File: config.mk
export PLATFORM = sky130hd
export DESIGN_NAME = pipeline_stall_controller
export DESIGN_NICKNAME = d
export VERILOG_FILES = /design/src/rtl/pipeline_ctrl_pkg.sv /design/src/rtl/load_use_detector.sv /design/src/rtl/pipeline_stall_controller.sv
export SDC_FILE = /design/constraint.sdc
export NUM_CORES = 1
export LEC_CHECK = 0
export CAP_MARGIN = 15
export CORE_ASPECT_RATIO = 1.2
export CORE_UTILIZATION = 50
export DETAILED_ROUTE_END_ITERATION = 10
export PLACE_DENSITY = 0.85
export SYNTH_ARGS = -nofsm -noshare
export SYNTH_HDL_FRONTEND = slang
export SYNTH_SLANG_ARGS = --single-unit
File: constraint.sdc
create_clock -name clk -period 5.7 [get_ports clk]
set_clock_uncertainty 0.1 [all_clocks]
set_input_delay 1.14 -clock clk [delete_from_list [all_inputs] [get_ports clk]]
set_output_delay 1.14 -clock clk [all_outputs]
set_load 0.01 [all_outputs]
File: src/rtl/pipeline_ctrl_pkg.sv
// Shared types and constants for the pipeline stall/flush controller.
package pipeline_ctrl_pkg;

    localparam int unsigned REG_ADDR_W          = 5;
    localparam int unsigned MEM_TIMEOUT_DEFAULT = 16;

    typedef enum logic [1:0] {
        RUN      = 2'd0,
        MEM_WAIT = 2'd1,
        ERROR    = 2'd2
    } ctrl_state_e;

endpackage

File: src/rtl/load_use_detector.sv
// Load-use hazard compare: the ID instruction needs a register that the load in EX has not produced yet.
module load_use_detector
    import pipeline_ctrl_pkg::*;
(
    input  logic [REG_ADDR_W-1:0] id_rs1_address,
    input  logic [REG_ADDR_W-1:0] id_rs2_address,
    input  logic                  id_rs1_used,
    input  logic                  id_rs2_used,
    input  logic [REG_ADDR_W-1:0] ex_rd_address,
    input  logic                  ex_is_load,
    input  logic                  ex_reg_wren,
    output logic                  hazard
);

    logic rd_nonzero;
    logic rs1_match;
    logic rs2_match;

    // x0 is hardwired to zero, so a load targeting it never creates a dependency.
    always_comb begin
        rd_nonzero = (ex_rd_address != '0);
        rs1_match  = id_rs1_used && (id_rs1_address == ex_rd_address);
        rs2_match  = id_rs2_used && (id_rs2_address == ex_rd_address);
        hazard     = ex_is_load && ex_reg_wren && rd_nonzero && (rs1_match || rs2_match);
    end

endmodule

File: src/rtl/pipeline_stall_controller.sv
// Central stall/flush sequencer: stage write enables, bubble clears, RAM-wait FSM and stall counter.
module pipeline_stall_controller
    import pipeline_ctrl_pkg::*;
#(
    parameter int unsigned MEM_TIMEOUT = MEM_TIMEOUT_DEFAULT,
    parameter int unsigned CNT_W       = 32
) (
    input  logic                  clk,
    input  logic                  reset,
    input  logic [REG_ADDR_W-1:0] id_rs1_address,
    input  logic [REG_ADDR_W-1:0] id_rs2_address,
    input  logic                  id_rs1_used,
    input  logic                  id_rs2_used,
    input  logic [REG_ADDR_W-1:0] ex_rd_address,
    input  logic                  ex_is_load,
    input  logic                  ex_reg_wren,
    input  logic                  ex_branch_taken,
    input  logic                  mem_req,
    input  logic                  mem_ack,
    output logic                  pc_wren,
    output logic                  if_id_wren,
    output logic                  id_ex_wren,
    output logic                  ex_mem_wren,
    output logic                  mem_wb_wren,
    output logic                  if_id_flush,
    output logic                  id_ex_flush,
    output logic                  mem_timeout,
    output logic [CNT_W-1:0]      stall_count
);

    // Wide enough to hold MEM_TIMEOUT-1; never narrower than one bit.
    localparam int unsigned WAIT_W = (MEM_TIMEOUT > 2) ? $clog2(MEM_TIMEOUT) : 1;

    ctrl_state_e       state;
    ctrl_state_e       state_next;
    logic [WAIT_W-1:0] wait_cnt;
    logic [WAIT_W-1:0] wait_next;
    logic              timeout_set;

    logic hazard;
    logic adv_pc_wren;
    logic adv_if_id_wren;
    logic adv_if_id_flush;
    logic adv_id_ex_flush;

    load_use_detector u_load_use_detector (
        .id_rs1_address (id_rs1_address),
        .id_rs2_address (id_rs2_address),
        .id_rs1_used    (id_rs1_used),
        .id_rs2_used    (id_rs2_used),
        .ex_rd_address  (ex_rd_address),
        .ex_is_load     (ex_is_load),
        .ex_reg_wren    (ex_reg_wren),
        .hazard         (hazard)
    );

    // Advance decision: hazard bubble beats branch squash; EX and later stages always advance.
    always_comb begin
        adv_pc_wren     = 1'b1;
        adv_if_id_wren  = 1'b1;
        adv_if_id_flush = 1'b0;
        adv_id_ex_flush = 1'b0;
        if (hazard) begin
            adv_pc_wren     = 1'b0;
            adv_if_id_wren  = 1'b0;
            adv_id_ex_flush = 1'b1;
        end else if (ex_branch_taken) begin
            adv_if_id_flush = 1'b1;
            adv_id_ex_flush = 1'b1;
        end
    end

    // State register.
    always_ff @(posedge clk) begin
        if (reset) begin
            state <= RUN;
        end else begin
            state <= state_next;
        end
    end

    // Next state, wait counter and Mealy output decode; everything frozen while stalled or in reset.
    always_comb begin
        state_next  = state;
        wait_next   = wait_cnt;
        timeout_set = 1'b0;
        pc_wren     = 1'b0;
        if_id_wren  = 1'b0;
        id_ex_wren  = 1'b0;
        ex_mem_wren = 1'b0;
        mem_wb_wren = 1'b0;
        if_id_flush = 1'b0;
        id_ex_flush = 1'b0;

        case (state)
            RUN: begin
                if (mem_req && !mem_ack) begin
                    state_next = MEM_WAIT;
                    wait_next  = '0;
                end else begin
                    pc_wren     = adv_pc_wren;
                    if_id_wren  = adv_if_id_wren;
                    id_ex_wren  = 1'b1;
                    ex_mem_wren = 1'b1;
                    mem_wb_wren = 1'b1;
                    if_id_flush = adv_if_id_flush;
                    id_ex_flush = adv_id_ex_flush;
                end
            end
            MEM_WAIT: begin
                if (mem_ack) begin
                    state_next  = RUN;
                    pc_wren     = adv_pc_wren;
                    if_id_wren  = adv_if_id_wren;
                    id_ex_wren  = 1'b1;
                    ex_mem_wren = 1'b1;
                    mem_wb_wren = 1'b1;
                    if_id_flush = adv_if_id_flush;
                    id_ex_flush = adv_id_ex_flush;
                end else begin
                    // The request cycle in RUN is stall 1, so reaching MEM_TIMEOUT-1 here is stall MEM_TIMEOUT.
                    wait_next = wait_cnt + WAIT_W'(1);
                    if (wait_next == WAIT_W'(MEM_TIMEOUT - 1)) begin
                        timeout_set = 1'b1;
                        state_next  = ERROR;
                    end
                end
            end
            ERROR: begin
                state_next = ERROR;
            end
            default: begin
                state_next = RUN;
            end
        endcase

        if (reset) begin
            pc_wren     = 1'b0;
            if_id_wren  = 1'b0;
            id_ex_wren  = 1'b0;
            ex_mem_wren = 1'b0;
            mem_wb_wren = 1'b0;
            if_id_flush = 1'b0;
            id_ex_flush = 1'b0;
        end
    end

    // RAM wait counter and sticky timeout flag.
    always_ff @(posedge clk) begin
        if (reset) begin
            wait_cnt    <= '0;
            mem_timeout <= 1'b0;
        end else begin
            wait_cnt <= wait_next;
            if (timeout_set) begin
                mem_timeout <= 1'b1;
            end
        end
    end

    // Stall performance counter: every non-reset cycle in which the PC is held; wraps.
    always_ff @(posedge clk) begin
        if (reset) begin
            stall_count <= '0;
        end else if (!pc_wren) begin
            stall_count <= stall_count + CNT_W'(1);
        end
    end

endmodule

==> Word-level counts from Yosys, hierarchy flattened <==
Cells that the tools add are included.
{ "op_classes": {"n_reduce_logical": 13, "mul": 0, "n_shift": 0, "mux": 30, "magnitude_cmp": 0, "add_sub_neg": 2, "n_eq_ne": 8, "n_bitwise": 0, "div": 0} }
{ "op_table": {"columns": ["cell", "count"], "rows": [
  ["adder 32 x 1 -> 32 bit (second input constant)", 1],
  ["2-to-1 mux 1 bit", 19],
  ["equality test 5 bit", 2],
  ["2-to-1 mux 4 bit", 2],
  ["one-hot mux 1 bit (2 select lines)", 4],
  ["one-hot mux 4 bit (2 select lines)", 1],
  ["logical AND 1 bit", 6],
  ["2-to-1 mux 2 bit", 3],
  ["one-hot mux 2 bit (3 select lines)", 1],
  ["nonzero test 5 bit", 1],
  ["adder 4 x 1 -> 4 bit (second input constant)", 1],
  ["equality test 4 bit (second input constant)", 1],
  ["inequality test 2 bit (second input constant)", 2],
  ["inequality test 3 bit (second input constant)", 1],
  ["AND reduction 3 bit", 1],
  ["equality test 2 x 1 -> 1 bit (second input constant)", 1],
  ["equality test 2 bit (second input constant)", 1],
  ["zero test 2 bit", 1],
  ["AND reduction 2 bit", 1],
  ["nonzero test 2 bit", 1],
  ["zero test 1 bit", 1],
  ["logical OR 1 bit", 1]
]} }
{ "totals": {"in_bits": 24, "out_inout_bits": 40, "latchBits": 0, "romBits": 0, "mem_count": 0, "ramBits": 0, "word_cells": 57, "reg_bits": 39} }

==> Depth between registers and ports, before layout <==
Gate-level depths: netlist (run 1).
{ "depth": {"depth_word": 8, "depth_mapped": 8, "mapped_depth_nobuf": 6} }

==> Hierarchy <==
Synthesis (run 1) repeated with hierarchy kept, for this count alone.
{ "hier_totals": {"cells_unflattened": 244, "area_unflattened_um2": 2069.5} }
{ "by_module_without_submodules": {"columns": ["mod", "seq_area_each_um2", "area_per_inst_um2", "cells_per_inst", "instances"], "rows": [
  ["pipeline_stall_controller", 780.7, 1934.4, 227, 1],
  ["load_use_detector", 0.0, 135.1, 17, 1]
]} }

==> Worst setup path before layout (run 1) <==
OpenSTA, ideal clock, no wires.
{ "synth_path": {"kind": "input -> output", "startpoint": "in mem_req", "endpoint": "out if_id_flush", "required_ns": 4.460, "setup_slack_ns": 1.791, "path_stages": 6, "n_path_buf": 2, "t_arrival_ns": 2.669, "path_cell_list": "o21ba_2 > nor3_1 > a21boi_1 > buf_2 > buf_2 > and2_1"} }
{ "synth_via": {"elab_chain_len": 4} }
{ "synth_lines": {"columns": ["element", "line", "text"], "rows": [
  ["start: declaration", "pipeline_stall_controller.sv:18", "input logic mem_req,"],
  ["logical AND 1 bit", "pipeline_stall_controller.sv:97", "if (mem_req && !mem_ack) begin"],
  ["2-to-1 mux 1 bit", "pipeline_stall_controller.sv:97", null],
  ["one-hot mux 1 bit (2 select lines)", "pipeline_stall_controller.sv:95", "case (state)"],
  ["2-to-1 mux 1 bit", "pipeline_stall_controller.sv:137", "if (reset) begin"],
  ["end: declaration", "pipeline_stall_controller.sv:25", "output logic if_id_flush,"]
]} }
No other way between the ends.

==> Final worst setup path (run 1) <==
{ "layout_path": {"startpoint": "in ex_rd_address[1]", "endpoint": "out if_id_flush"} }
{ "layout_via": {"elab_chain_len": 8, "elab_cells_between_ends": 13, "classes_between": "2 x eq/ne; 5 x mux; 6 x reduce/logical"} }
{ "layout_lines": {"columns": ["element", "line", "text"], "rows": [
  ["start: declaration", "pipeline_stall_controller.sv:14", "input logic [REG_ADDR_W-1:0] ex_rd_address,"],
  ["equality test 5 bit, on equally long branches", "load_use_detector.sv:22, load_use_detector.sv:23", null],
  ["logical AND 1 bit, on equally long branches", "load_use_detector.sv:22, load_use_detector.sv:23", null],
  ["logical OR 1 bit", "load_use_detector.sv:24", "hazard = ex_is_load && ex_reg_wren && rd_nonzero && (rs1_match || rs2_match);"],
  ["logical AND 1 bit *", "load_use_detector.sv:24", null],
  ["2-to-1 mux 1 bit *", "pipeline_stall_controller.sv:63", "if (hazard) begin"],
  ["2-to-1 mux 1 bit, on equally long branches", "pipeline_stall_controller.sv:111, pipeline_stall_controller.sv:97", null],
  ["one-hot mux 1 bit (2 select lines) *", "pipeline_stall_controller.sv:95", null],
  ["2-to-1 mux 1 bit *", "pipeline_stall_controller.sv:137", null]
]} }
Every way passes the cells marked *; elsewhere a longest branch is shown, timed or not.

==> out/metrics.cfg, run 1 <==
[sta]
holdWs_ns = 0.361
hold_viol_final = 0
tns_ns = 0
setup_viol = 0
rsz0062_at_grt = no
maxSlewHeadroom_pct = 63.9
maxSlewViolCount = 0
period_needed_ns = 4.55
post-route-period-util_pct = 79.8
tightestPinTransition_ns = 0.535
timing.fmax_ghz = 0.220

[drt]
vias = 2087
post_drt_wl_per_cell_um = 13.4
wl_um = 4900
first_pass_iters = 4
vias_per_cell = 5.70
drt-initial-drc-count = 166
drc = 0
final_antenna_net_count = 0

[die]
io_pins = 64
die_w_um = 60.4
dieHeight_um = 72.0
initial_core_util_pct = 51.8
fp-row-count = 25
core-area_um2 = 3940
die_area_um2 = 4350

[cts]
cts_buffers = 5
h-tree-depth = 2
cts_root_buf = clkbuf_8
clk_latency_ns = 0.29
clkSinkCount = 39
cts.clk_slew.worst_paths_ns = 0.08
cts_tree = built
cts_max_path_buffers = 2
post_cts_resized = 0
cts_setup_buffers = 0
holdBufCountCts = 0

[cells_and_area]
layout.nets = 338
fill_cells = 339
area_growth_pct = 36.9
final_cell_mix = clkdlybuf4s50_1, dfxtp_1, a21oi_1
final_common_cell = clkdlybuf4s50_1
multiInputGateArea_um2 = 1150
area.sequential_um2 = 781
utilization_pct = 71.0
antennaDiodeCount = 0
layoutNonFillerInstCount = 366
drive_above_1_share_pct = 6.09

[synthesis]
yosys_warnings = 0
syn_avg_cell_area_um2 = 8.01
synthTopCellsByArea = dfxtp_1, a21oi_1, or3_1, o21ai_0, xnor2_1
yosysUniqueCellTypes = 36
ys_seq_area_share_pct = 38.2
yosysTopAreaCell = dfxtp_1
syn-cell-area_um2 = 2040
synth_top_area_share_pct = 38.2
syn_inst = 255
synth.ff_latch_count = 39
syn-num-nets = 282

[placed_design]
io_buffers = 63
dp_cells = 358
dp_hpwl_um = 3480
place.gp.congestion = 0.855

[critical_path]
critPathArrivalTime_ns = 3.31
crit_path_end_kind = primary output
cp_data_required_time_ns = 4.46
crit_type = in2out
start_kind = primary input
path_max_fanout = 4

[power_and_ir_drop]
vdd_drop_max_uv = 180
power_density_nw_per_um2 = 208
leakagePower_nw = 0.869

[global_routing]
gr-total-overflow = 0
grtUsageTotal_pct = 23.7
antenna_found_initial = 0
grt_pass1_vias = 1781
grt_pass1_wl_um = 8000
grt_max_degree = 40

[run]
cap_violations = 0

[hold_path]
min_path_type = reg2reg

[outcome]
status = completed

[synth_stat cells]
cell type  number
a21oi_1        37
dfxtp_1        39
o21ai_0        24
or3_1          22
nor2b_1         1
nand4_2         1
nand4_1         8
or4_1           8
and4_1          1
nand3_1        11
o31ai_1        10
and2_1          1
a211oi_1        2
or3_2           1
o311a_1         1
and2_0          1
inv_1           6
xnor2_1        11
xor2_1          2
nand2b_1        2
nor2_1         10
and3_1          5
nor3_2          1
buf_6           1
or4_2           3
o21ba_2         1
a21boi_1        1
o22ai_1         1
nor3_1          2
ha_1            3
nand2_1        20
clkbuf_1        8
buf_4           3
a41oi_1         1
buf_2           5
nand4b_1        1
[worst paths after layout]
kind	start	to	slack, ns	cells past startpoint
hold reg to reg	mem_timeout	mem_timeout	0.36	2
setup / recovery	ex_rd_address[1]	if_id_flush	1.15	6
hold / removal	mem_timeout	mem_timeout	0.36	2
setup reg to reg	stall_count[0]	stall_count[20]	3.44	5
[cell families (layout without fill, tap and decap cells)]
group                    count (synthesis)  in the layout  share of synthesized area, %
AO/OA/AOI/OAI                           78             78                          21.4
XOR/XNOR                                13             13                          5.57
adder cells (fa/ha/maj)                  3              3                          1.84
buffers and inverters                   23             80                          5.45
flip-flops                              39             39                          38.2
AND/OR/NAND/NOR                         99             99                          27.5
[critical path, stage by stage]
cell,delay [ns]
clkdlybuf4s50_1,0.48
or3_1,0.41
o311a_1,0.37
a21boi_2,0.23
and2_1,0.15
clkdlybuf4s50_1,0.53
[registers in the layout, summed over array words and instances (netlist names)]
name and cells:
stall_count 32, wait_cnt 4, state 2, mem_timeout 1
[area by class of cell]
class / count / area share (%)
clock buffer: 6 / 2.95
tap: 54 / 2.42
clock inverter: 2 / 1.25
inverter: 6 / 0.805
sequential: 39 / 27.9
timing repair buffer: 66 / 23.4
multi-input combinational: 193 / 41.3
[report_power, final]
| part | leakage (nW) | internal [mW] | switching [mW] |
|---|---|---|---|
| registers | 0.315 | 0.275 | 0.00567 |
| clock network | 0.0612 | 0.142 | 0.0953 |
| logic | 0.493 | 0.0345 | 0.0303 |
[metal layers]
layer / vias to the layer above / GRT usage [%] / wire length [µm]
met1: 973 / 27.7 / 2080
met3: 8 / 4.81 / 195
met2: 52 / 42.9 / 2560
li1: 1054 / - / -
met5: - / 0 / 0
met4: 0 / 5.94 / 65
[through the flow]
step	area (µm²)	power, mW	setup slack, ns
global placement	2680	0.351	1.21
floorplan	2040	0.319	1.79
global route	2800	0.607	1.07
CTS	2800	0.587	1.13
detailed placement	2680	0.351	1.14
finish	2800	0.582	1.15
No activity file was read; power rests on OpenSTA's default activity.
==> inputs of run 2 (changes only) <==
--- a/config.mk
+++ b/config.mk
@@ -7,9 +7,9 @@
 export LEC_CHECK = 0
 export CAP_MARGIN = 15
 export CORE_ASPECT_RATIO = 1.2
-export CORE_UTILIZATION = 50
+export CORE_UTILIZATION = 42
 export DETAILED_ROUTE_END_ITERATION = 10
-export PLACE_DENSITY = 0.85
+export PLACE_DENSITY = 0.76
 export SYNTH_ARGS = -nofsm -noshare
 export SYNTH_HDL_FRONTEND = slang
 export SYNTH_SLANG_ARGS = --single-unit
==> constraint.sdc (replaced) <==
create_clock -name clk -period 3.8 [get_ports clk]
set_clock_uncertainty 0.1 [all_clocks]
set_input_delay 0.76 -clock clk [delete_from_list [all_inputs] [get_ports clk]]
set_output_delay 0.76 -clock clk [all_outputs]
set_load 0.01 [all_outputs]
==> run 2 against run 1 <==
Compared with the run above: sequential share of layout area rose by 0.14 points; clock-buffer cell count fell by 1; combinational power rose by 54%; critical endpoint unchanged; critical path depth did not move; largest cell class unchanged; sequential cell count did not move; cell count rose by 1.6%; non-clock buffer count rose by 2.
==> out/metrics.cfg, run 2 (synthesis results as in run 1) <==
[critical_path]
crit_type = in2out
critPathTopFamily = buffers and inverters
reg2reg_slack_ns = 1.52
cpPeakStageDelay_ns = 0.54
timing.rr.end = stall_count[20]
slowest_stage = clkdlybuf4s50_1
cp_data_required_time_ns = 2.94
crit_path_end_kind = primary output
cp.buffers_inverters = 2
critPathArrivalTime_ns = 2.83
cp_common_cell = clkdlybuf4s50_1
start_kind = primary input
crit_path_cell_trace = clkdlybuf4s50_1 -> or3_1 -> o311a_1 -> a21boi_2 -> and2_1 -> clkdlybuf4s50_1
path_max_fanout = 4
r2r_start = stall_count[2]
rr_worst_depth = 5

[drt]
first_pass_iters = 4
final_antenna_net_count = 0
wl_um = 4950
drc = 0
vias = 2068
post_drt_wl_per_cell_um = 13.3
vias_per_cell = 5.56
drt-initial-drc-count = 88

[cts]
post_cts_resized = 0
holdBufCountCts = 0
clkSinkCount = 39
cts_root_buf = clkbuf_8
cts_tree = built
cts_setup_buffers = 0
cts_max_path_buffers = 2
clk_latency_ns = 0.29
cts.clk_slew.worst_paths_ns = 0.08
h-tree-depth = 2
cts_buffers = 5

[outcome]
status = completed

[global_routing]
gr-total-overflow = 0
grtUsageMet3_pct = 4.94
use_met1_pct = 24.6
grtUsageTotal_pct = 20.0
top_usage_layer = met2
met2_usage_pct = 34.3
grt_pass1_wl_um = 8160
antenna_found_initial = 0
grt_max_degree = 40
grt_pass1_vias = 1800

[run]
cap_violations = 0

[die]
dieHeight_um = 78.4
die_w_um = 65.7
initial_core_util_pct = 44.1
fp-row-count = 27
io_pins = 64
die_area_um2 = 5150
core-area_um2 = 4630

[power_and_ir_drop]
pwr-share-seq_pct = 52.9
leakagePower_nw = 0.866
power_switching_uw = 204
combPwrFrac_pct = 12.6
swShare_pct = 25.6
vdd_drop_max_uv = 233
p_clk_share_pct = 34.5
internal_power_uw = 592
power_density_nw_per_um2 = 286

[cells_and_area]
reg_top3 = stall_count: 32 flops, wait_cnt: 4 flops, state: 2 flops
fill_cells = 432
drive_above_1_share_pct = 6.69
area_growth_pct = 36.2
final_common_cell = clkdlybuf4s50_1
max_flop_register = stall_count
final_cell_mix = clkdlybuf4s50_1, dfxtp_1, a21oi_1
layout.nets = 340
antennaDiodeCount = 0
largest_reg_flops = 32

[hold_path]
min_path_type = reg2reg
holdPathEnd = mem_timeout
hold_depth = 2
min-delay-start = mem_timeout

[placed_design]
dp_hpwl_um = 3560
place.gp.congestion = 0.938
io_buffers = 63

[sta]
setup_viol = 0
rsz0062_at_grt = no
timing.fmax_ghz = 0.271
maxSlewHeadroom_pct = 63.2
hold_viol_final = 0
tns_ns = 0
tightestPinTransition_ns = 0.546
post-route-period-util_pct = 97.1
holdWs_ns = 0.375
period_needed_ns = 3.69
maxSlewViolCount = 0

run 2: power groups by stage:
stage / Clock, mW / Sequential [mW] / Combinational (mW)
6_report: 0.275 / 0.421 / 0.100
5_1_grt: 0.298 / 0.423 / 0.109
4_1_cts: 0.280 / 0.421 / 0.101
3_5_place_dp: 0 / 0.430 / 0.101
3_3_place_gp: 0 / 0.430 / 0.0994
2_1_floorplan: 0 / 0.430 / 0.0480
run 2: worst max path at each step:
stage | from | endpoint | slack [ns] | cells past startpoint
5_1_grt | ex_rd_address[1] | if_id_flush | 0.05 | 6
3_3_place_gp | ex_rd_address[1] | if_id_flush | 0.14 | 6
2_1_floorplan | mem_req | if_id_flush | 0.65 | 6
6_report | ex_rd_address[1] | if_id_flush | 0.11 | 6
4_1_cts | ex_rd_address[1] | if_id_flush | 0.10 | 6
3_5_place_dp | ex_rd_address[1] | if_id_flush | 0.10 | 6
run 2: layout make-up:
type	instances	area [µm²]	area share, %
tap	58	72.6	2.61
multi-input combinational	193	1150	41.5
sequential	39	781	28.1
timing repair buffer	68	668	24.0
clock buffer	5	68.8	2.47
inverter	6	22.5	0.809
clock inverter	3	15.0	0.540
run 2: per-stage QoR:
step                setup slack [ns]  total power, mW  cell area (µm²)  std cells  util (%)
floorplan                      0.651            0.478             2040        255         -
global placement               0.142            0.530             2700        364      58.3
detailed placement             0.101            0.531             2700        364      58.3
CTS                            0.101            0.802             2780        372      60.1
global route                  0.0462            0.830             2780        372      60.1
finish                         0.109            0.796             2780        372      60.1
run 2: worst min-delay path, stage by stage, from the launching register on:
cell     delay, ns
dfxtp_1       0.32
inv_1         0.05
a21oi_1       0.06
run 2: metal layers:
| layer | vias up | wire, µm |
|---|---|---|
| li1 | 1054 | - |
| met1 | 974 | 2210 |
| met2 | 34 | 2530 |
| met3 | 6 | 152 |
| met4 | 0 | 55 |
| met5 | - | 0 |
==> inputs of run 3 (changes only) <==
==> constraint.sdc (replaced) <==
create_clock -name clk -period 3.2 [get_ports clk]
set_clock_uncertainty 0.1 [all_clocks]
set_input_delay 0.64 -clock clk [delete_from_list [all_inputs] [get_ports clk]]
set_output_delay 0.64 -clock clk [all_outputs]
set_load 0.01 [all_outputs]
==> run 3 against run 2 <==
Compared with the run above: critical path depth is the same; total power grew 32%; first-iteration DRC count is 50% higher.
==> out/metrics.cfg, run 3 (synthesis results as in run 1) <==
[run]
cap_violations = 0

[hold_path]
min_path_type = reg2reg

[critical_path]
crit_type = in2out
cpPeakStageDelay_ns = 0.41
start_kind = primary input
crit_path_end_kind = primary output
critPathArrivalTime_ns = 2.37
slowest_stage = clkdlybuf4s50_1
path_max_fanout = 2
crit_path_cell_trace = clkdlybuf4s50_1 -> or3_1 -> o311a_1 -> a21boi_2 -> and2_1 -> dlygate4sd2_1
cp_data_required_time_ns = 2.46

[cells_and_area]
drive_above_1_share_pct = 8.75
utilization_pct = 61.6
final_cell_mix = clkdlybuf4s50_1, dfxtp_1, a21oi_1
layoutNonFillerInstCount = 378
max_flop_register = stall_count
final_common_cell = clkdlybuf4s50_1
area.sequential_um2 = 781
area_growth_pct = 39.6
reg_top3 = stall_count: 32 flops, wait_cnt: 4 flops, state: 2 flops
multiInputGateArea_um2 = 1150
layout.nets = 346
largest_reg_flops = 32
fill_cells = 422
antennaDiodeCount = 0

[sta]
maxSlewHeadroom_pct = 64.9
tightestPinTransition_ns = 0.521
holdWs_ns = 0.351
timing.fmax_ghz = 0.322
period_needed_ns = 3.11
rsz0062_at_grt = no
post-route-period-util_pct = 97.2
layout_setup_ws_ns = 0.0905
hold_viol_final = 0
maxSlewViolCount = 0
setup_viol = 0

[cts]
h-tree-depth = 2
cts_tree = built
cts_root_buf = clkbuf_8
holdBufCountCts = 0
clk_latency_ns = 0.29
cts.clk_slew.worst_paths_ns = 0.07
clkSinkCount = 39
cts_max_path_buffers = 2
cts_buffers = 5
cts_setup_buffers = 0

[power_and_ir_drop]
leakagePower_nw = 0.917
vdd_drop_max_uv = 220
power_mw = 1.05
pwr-share-seq_pct = 47.5
combPwrFrac_pct = 11.7
swShare_pct = 23.2
power_switching_uw = 243
power_density_nw_per_um2 = 368
p_clk_share_pct = 40.7
internal_power_uw = 808

[drt]
top_layer_used = met4
vias = 2133
wl_um = 5100
wl_met3_um = 210
final_antenna_net_count = 0
first_pass_iters = 4
drc = 0
dr_wl_met2_um = 2580
drt-initial-drc-count = 132
vias_per_cell = 5.64
post_drt_wl_per_cell_um = 13.5
drt-met1-wl_um = 2210

[global_routing]
grt_max_degree = 40
grtUsageTotal_pct = 21.3
grt_pass1_vias = 1948
antenna_found_initial = 0
grt_pass1_wl_um = 8750
gr-total-overflow = 0

[die]
core-area_um2 = 4630
die_w_um = 65.7
dieHeight_um = 78.4
io_pins = 64
fp-row-count = 27
die_area_um2 = 5150
initial_core_util_pct = 44.1

[placed_design]
dp_hpwl_um = 3730
dp_slack_ns = -0.137
dp_cells = 370
place.gp.congestion = 0.848
io_buffers = 63

[outcome]
status = completed

## run 3: path summary, 6_finish.rpt
check	slack (ns)	endpoint	cells past startpoint	start
worst min-delay path	0.35	mem_timeout	2	mem_timeout
worst max-delay path	0.09	if_id_flush	6	ex_rd_address[1]
worst max register to register	0.94	stall_count[20]	5	stall_count[2]
worst min register to register	0.35	mem_timeout	2	mem_timeout
## run 3: cell type report
| cell class | count | share of cell area (%) |
|---|---|---|
| Multi-Input combinational cell | 193 | 40.5 |
| Sequential cell | 39 | 27.4 |
| Timing Repair Buffer | 74 | 24.7 |
| Clock buffer | 6 | 2.89 |
| Tap cell | 58 | 2.54 |
| Clock inverter | 2 | 1.23 |
| Inverter | 6 | 0.789 |
## run 3: timing repair
action	in CTS	in global routing
setup endpoints to repair	4	1
pin swaps	0	1
gates resized for setup	4	2
## run 3: layer usage
| layer | vias to the layer above | GRT usage, % |
|---|---|---|
| li1 | 1072 | - |
| met1 | 992 | 25.7 |
| met2 | 58 | 37.0 |
| met3 | 11 | 4.51 |
| met4 | 0 | 6.52 |
| met5 | - | 0 |
## run 3: power groups by stage
stage	combinational [mW]	clock (mW)	sequential, mW
2_1_floorplan	0.0570	0	0.510
3_3_place_gp	0.124	0	0.511
3_5_place_dp	0.126	0	0.511
4_1_cts	0.124	0.436	0.500
5_1_grt	0.134	0.457	0.501
6_report	0.123	0.428	0.500
## run 3: through the flow
stage / instance area, µm² / setup TNS, ns
after global placement: 2740 / -0.430
after CTS: 2860 / 0
after global routing: 2850 / 0
after floorplan: 2040 / 0
final: 2850 / 0
after detailed placement: 2740 / -0.593
## run 3: worst max-delay path, delay by kind of cell
kind | cells | cell delay [ns]
buffers and inverters | 2 | 0.69
and+or+nand+nor | 2 | 0.50
AOI/OAI and AO/OA | 2 | 0.54
